$ cat src/rtl/booth_mult_seq.sv
// booth_mult_seq: sequential radix-4 Booth multiplier, two multiplier bits per clock, valid/ready on both sides
module booth_mult_seq #(
  parameter int WIDTH = 8
) (
  input  logic               clk,
  input  logic               rst,
  input  logic               in_valid,
  output logic               in_ready,
  input  logic               is_signed,
  input  logic [WIDTH-1:0]   multiplicand,
  input  logic [WIDTH-1:0]   multiplier,
  output logic               out_valid,
  input  logic               out_ready,
  output logic [2*WIDTH-1:0] product,
  output logic               busy
);
  localparam int N  = WIDTH / 2 + 1;
  localparam int AW = 2 * WIDTH + 2;
  localparam int BW = WIDTH + 2;
  localparam int CW = $clog2(N + 1);
  typedef enum logic [1:0] {IDLE, CALC, DONE} state_t;
  state_t             r_state;
  logic [AW-1:0]      r_a;
  logic [AW-1:0]      r_acc;
  logic [BW-1:0]      r_b;
  logic               r_prev;
  logic [CW-1:0]      r_cnt;
  logic [2*WIDTH-1:0] r_prod;
  logic               r_out_valid;
  logic [AW-1:0]      w_a_ext;
  logic [BW-1:0]      w_b_ext;
  logic [2:0]         w_win;
  logic [AW-1:0]      w_pp;
  logic [AW-1:0]      w_acc_next;
  // Operands are widened at accept time so unsigned full-scale values stay positive under Booth recoding
  always_comb begin
    w_a_ext = {{(AW-WIDTH){is_signed & multiplicand[WIDTH-1]}}, multiplicand};
    w_b_ext = {{2{is_signed & multiplier[WIDTH-1]}}, multiplier};
  end
  // r_a is pre-shifted by 2i each step and r_b shifted down, so the window is always the low bits plus r_prev
  always_comb begin
    w_win      = {r_b[1:0], r_prev};
    w_pp       = (w_win == 3'b001 || w_win == 3'b010) ? r_a :
                 (w_win == 3'b011) ? (r_a << 1) :
                 (w_win == 3'b100) ? -(r_a << 1) :
                 (w_win == 3'b101 || w_win == 3'b110) ? -r_a : '0;
    w_acc_next = r_acc + w_pp;
  end
  // Control FSM and datapath registers; reset aborts any operation in flight
  always_ff @(posedge clk or posedge rst) begin
    if (rst) begin
      r_state     <= IDLE;
      r_a         <= '0;
      r_b         <= '0;
      r_prev      <= 1'b0;
      r_acc       <= '0;
      r_cnt       <= '0;
      r_prod      <= '0;
      r_out_valid <= 1'b0;
    end else begin
      case (r_state)
        IDLE: if (in_valid) begin
          r_a     <= w_a_ext;
          r_b     <= w_b_ext;
          r_prev  <= 1'b0;
          r_acc   <= '0;
          r_cnt   <= '0;
          r_state <= CALC;
        end
        CALC: begin
          r_acc  <= w_acc_next;
          r_a    <= r_a << 2;
          r_b    <= {{2{r_b[BW-1]}}, r_b[BW-1:2]};
          r_prev <= r_b[1];
          r_cnt  <= r_cnt + CW'(1);
          if (r_cnt == CW'(N - 1)) begin
            r_prod      <= w_acc_next[2*WIDTH-1:0];
            r_out_valid <= 1'b1;
            r_state     <= DONE;
          end
        end
        DONE: if (out_ready) begin
          r_out_valid <= 1'b0;
          r_state     <= IDLE;
        end
        default: r_state <= IDLE;
      endcase
    end
  end
  assign in_ready  = (r_state == IDLE);
  assign busy      = (r_state != IDLE);
  assign out_valid = r_out_valid;
  assign product   = r_prod;
endmodule

$ cat config.mk
export PLATFORM = sky130hd
export DESIGN_NAME = booth_mult_seq
export DESIGN_NICKNAME = d
export VERILOG_FILES = /design/src/rtl/booth_mult_seq.sv
export SDC_FILE = /design/constraint.sdc
export NUM_CORES = 1
export LEC_CHECK = 0
export CAP_MARGIN = 20
export CORE_ASPECT_RATIO = 1.25
export CORE_MARGIN = 8
export CORE_UTILIZATION = 53
export CTS_CLUSTER_DIAMETER = 40
export DETAILED_ROUTE_END_ITERATION = 8
export PLACE_DENSITY = 0.88
export SYNTH_ARGS = -nofsm -noshare
export SYNTH_HDL_FRONTEND = slang
export SYNTH_SLANG_ARGS = --single-unit
$ cat constraint.sdc
create_clock -name clk -period 4.4 [get_ports clk]
set_clock_uncertainty 0.1 [all_clocks]
set_input_delay 1.1 -clock clk [delete_from_list [all_inputs] [get_ports clk]]
set_output_delay 1.1 -clock clk [all_outputs]
set_load 0.02 [all_outputs]
==> summary.txt <==
Worst Path Required: 4.53 ns
initial antenna violation count: 0
Layout Area Growth over Synthesis: 19.0%
Die Y-Extent: 119 um
fin worst setup slack: 0.194 ns
first-pass GRT wire length: 19,300 um
Num Clock Sinks: 65
syn nets: 557
final hold vios: 0
Top delay family on crit path: simple AND/OR/NAND/NOR gates
status: completed
CTS root buffer: clkbuf_8
Worst-path clk slew: 0.07 ns
drt wl/cell: 17.1 um
clk_lat worst skew: 0.36 ns
crit path DAT: 4.34 ns
Slew @ Worst Pin: 0.814 ns
Post-Layout Cell Count: 661
FMAX: 0.238 GHz
Post-DRT Antenna Nets: 0
number of flops mapped to enable cells by yosys: 0
RSZ-0062 raised after global routing: no
Clock H-tree levels: 3
total CTS buffers: 9
Starting Density: 54.8%
Netlist Area Pre-Place: 4520 um^2
Final Setup Violations: 0
die extent in x: 98.6 um
CTS tree: done
Row Count: 37
detailed-route via count: 4,052
ys flop type: dfrtp_1
worst hold slack: 0.383 ns
ys async rst share: 100%
area of the core: 8240 um^2
Seq cells post-synth: 65
number of I/O pins: 40
starting DRC count in detailed routing: 240
hpwl dp: 8110 um
# hold bufs at CTS: 0
Power Density: 944 nW/um^2
crit end category: register
NumNets Final: 602
Seq/Total Area, Yosys: 36.0%
Tcrit/Tclk final: 95.6%
Slowest cell on crit path: or4_1
DR pass1 iterations: 5
final RePlAce weighted congestion: 0.921
Inst Count DP: 643
Overflow after GRT: 0
# port buffers: 39
maxcap violations: 0
dpl ws: -0.0212 ns
post-synthesis cell count: 514
maximum vdd drop: 0.589 mV
Max FO, Critical Path: 7
Slew Limit Fails: 0
Layout fillers: 678
Rel. slew slack: 45.7%
clock tree buffer depth: 2
DR vias/cell: 6.13
leakage: 2.39 nW
vias in the first global route: 4,176
Setup TNS: 0 ns
worst hold path type: register to register
CP Buf/Inv Count: 1
diodes inserted: 0
GRT Util Overall: 19.9%
layout cells sized above 1: 14.5%
syn_area_per_cell: 8.79 um^2
Top cell by count, worst path: nor2_1
Tmin final: 4.21 ns
Yosys warnings: 0
Crit Path Class: register to register
CP Cell Sequence: or4_1 > or2_4 > or3_1 > xnor2_2 > nor2_1 > o21ai_1 > nand2_1 > ha_4 > nand3_1 > nor2_1 > a311oi_1 > buf_4 > a211oi_4 > a2111oi_1 > a31o_1 > or4b_1
die area: 11,800 um^2
routed wire length: 11,300 um
largest net degree at the start of global routing: 66
Final Core Density: 65.2%
Max stage delay on crit path: 0.56 ns
final routed DRC violation total: 0
Worst Setup Start Kind: register
Distinct cells, synth: 64
[cell usage in the layout, fill, tap and decap left out, types with 8 or more instances in the layout]
cell type / count
dfrtp_1: 63
o21ai_0: 44
xnor2_1: 11
buf_4: 29
ha_1: 18
inv_1: 13
a21oi_1: 37
nand3_1: 11
xor2_1: 9
nand2_1: 54
a221o_1: 8
a22o_1: 14
mux2i_1: 12
and3b_1: 9
nor2b_1: 8
nand2b_1: 9
nor3_1: 9
nor2_1: 33
mux2_2: 13
clkbuf_8: 11
clkdlybuf4s50_1: 39
[per-stage QoR]
stage	area, um^2	total power, W
finish	5380	0.00507
global route	5380	0.00548
CTS	5280	0.00491
detailed placement	5110	0.00443
global placement	5110	0.00430
floorplan	4520	0.00350
[cell type report]
type	count	area [um^2]	area share, %
Multi-Input combinational cell	398	2770	51.6
Sequential cell	65	1630	30.3
Timing Repair Buffer	69	619	11.5
Clock buffer	13	159	2.96
Tap cell	97	121	2.26
Inverter	16	60.1	1.12
Clock inverter	3	15.0	0.279
[layer usage]
metal  share of wire (%)  vias to the layer above  global-route usage [%]
met5                   0                        -                       0
met4                 2.6                        0                    10.3
met3                 3.4                       23                    3.44
met2                  51                       98                    34.5
met1                  43                     1970                    22.9
li1                    -                     1961                       -
[report_power, final]
group          leakage (nW)  switching (W)  internal, W
logic                  1.48        0.00187      0.00157
clock network        0.0932       0.000229     0.000233
registers             0.816       0.000288     0.000878
[registers in the layout, summed over array words and instances (netlist names)]
signal,cells
r_acc,16
product,16
out_valid,1
r_cnt,3
r_state,2
r_b,10
r_prev,1
r_a,16
[kinds of logic after synthesis]
logic type,Yosys count,synth area share (%)
buf+inv,51,4.46
xor+xnor,23,4.76
mux,26,6.15
compound gates,164,23.5
fa+ha+maj,25,6.93
simple gates,160,18.2
flops,65,36.0
[synth_stat cells (all sizes together) (5+ instances only)]
cell type	count	area (um^2)
inv	16	60.1
nor3	10	61.3
dfrtp	65	1630
a21oi	39	195
mux2i	12	120
a31oi	5	31.3
o22ai	6	37.5
a21o	6	45.0
mux2	14	158
xor2	10	87.6
nor2b	8	50.1
and3b	9	78.8
or4	5	41.3
xnor2	12	105
a22o	14	123
nand2b	9	56.3
a221o	8	80.1
clkbuf	31	116
nand3	11	55.1
or3	6	37.5
nand2	54	203
o21ai	51	255
ha	21	263
nor2	35	131
[worst min-delay path: cells and delay by family (launching register included)]
kind | cells | cell delay (ns)
DFF | 1 | 0.34
and+or+nand+nor | 1 | 0.05
AOI/OAI and AO/OA | 1 | 0.06
[final timing paths]
kind	from	end	slack (ns)	cells after the start
worst min register to register	product[15]	product[15]	0.38	2
worst max register to register	r_a[1]	r_acc[15]	0.19	16
max in group asynchronous	rst	r_a[2]	2.43	3
min in group asynchronous	rst	r_cnt[2]	1.20	3
worst min-delay path	product[15]	product[15]	0.38	2
worst max-delay path	r_a[1]	r_acc[15]	0.19	16
[what timing repair did]
item / CTS / global route
buffers inserted: 0 / 2
resized for setup: 1 / 20
setup endpoints to repair: 1 / 2
pin swaps: 0 / 6
(Power assumes the default switching activity.)
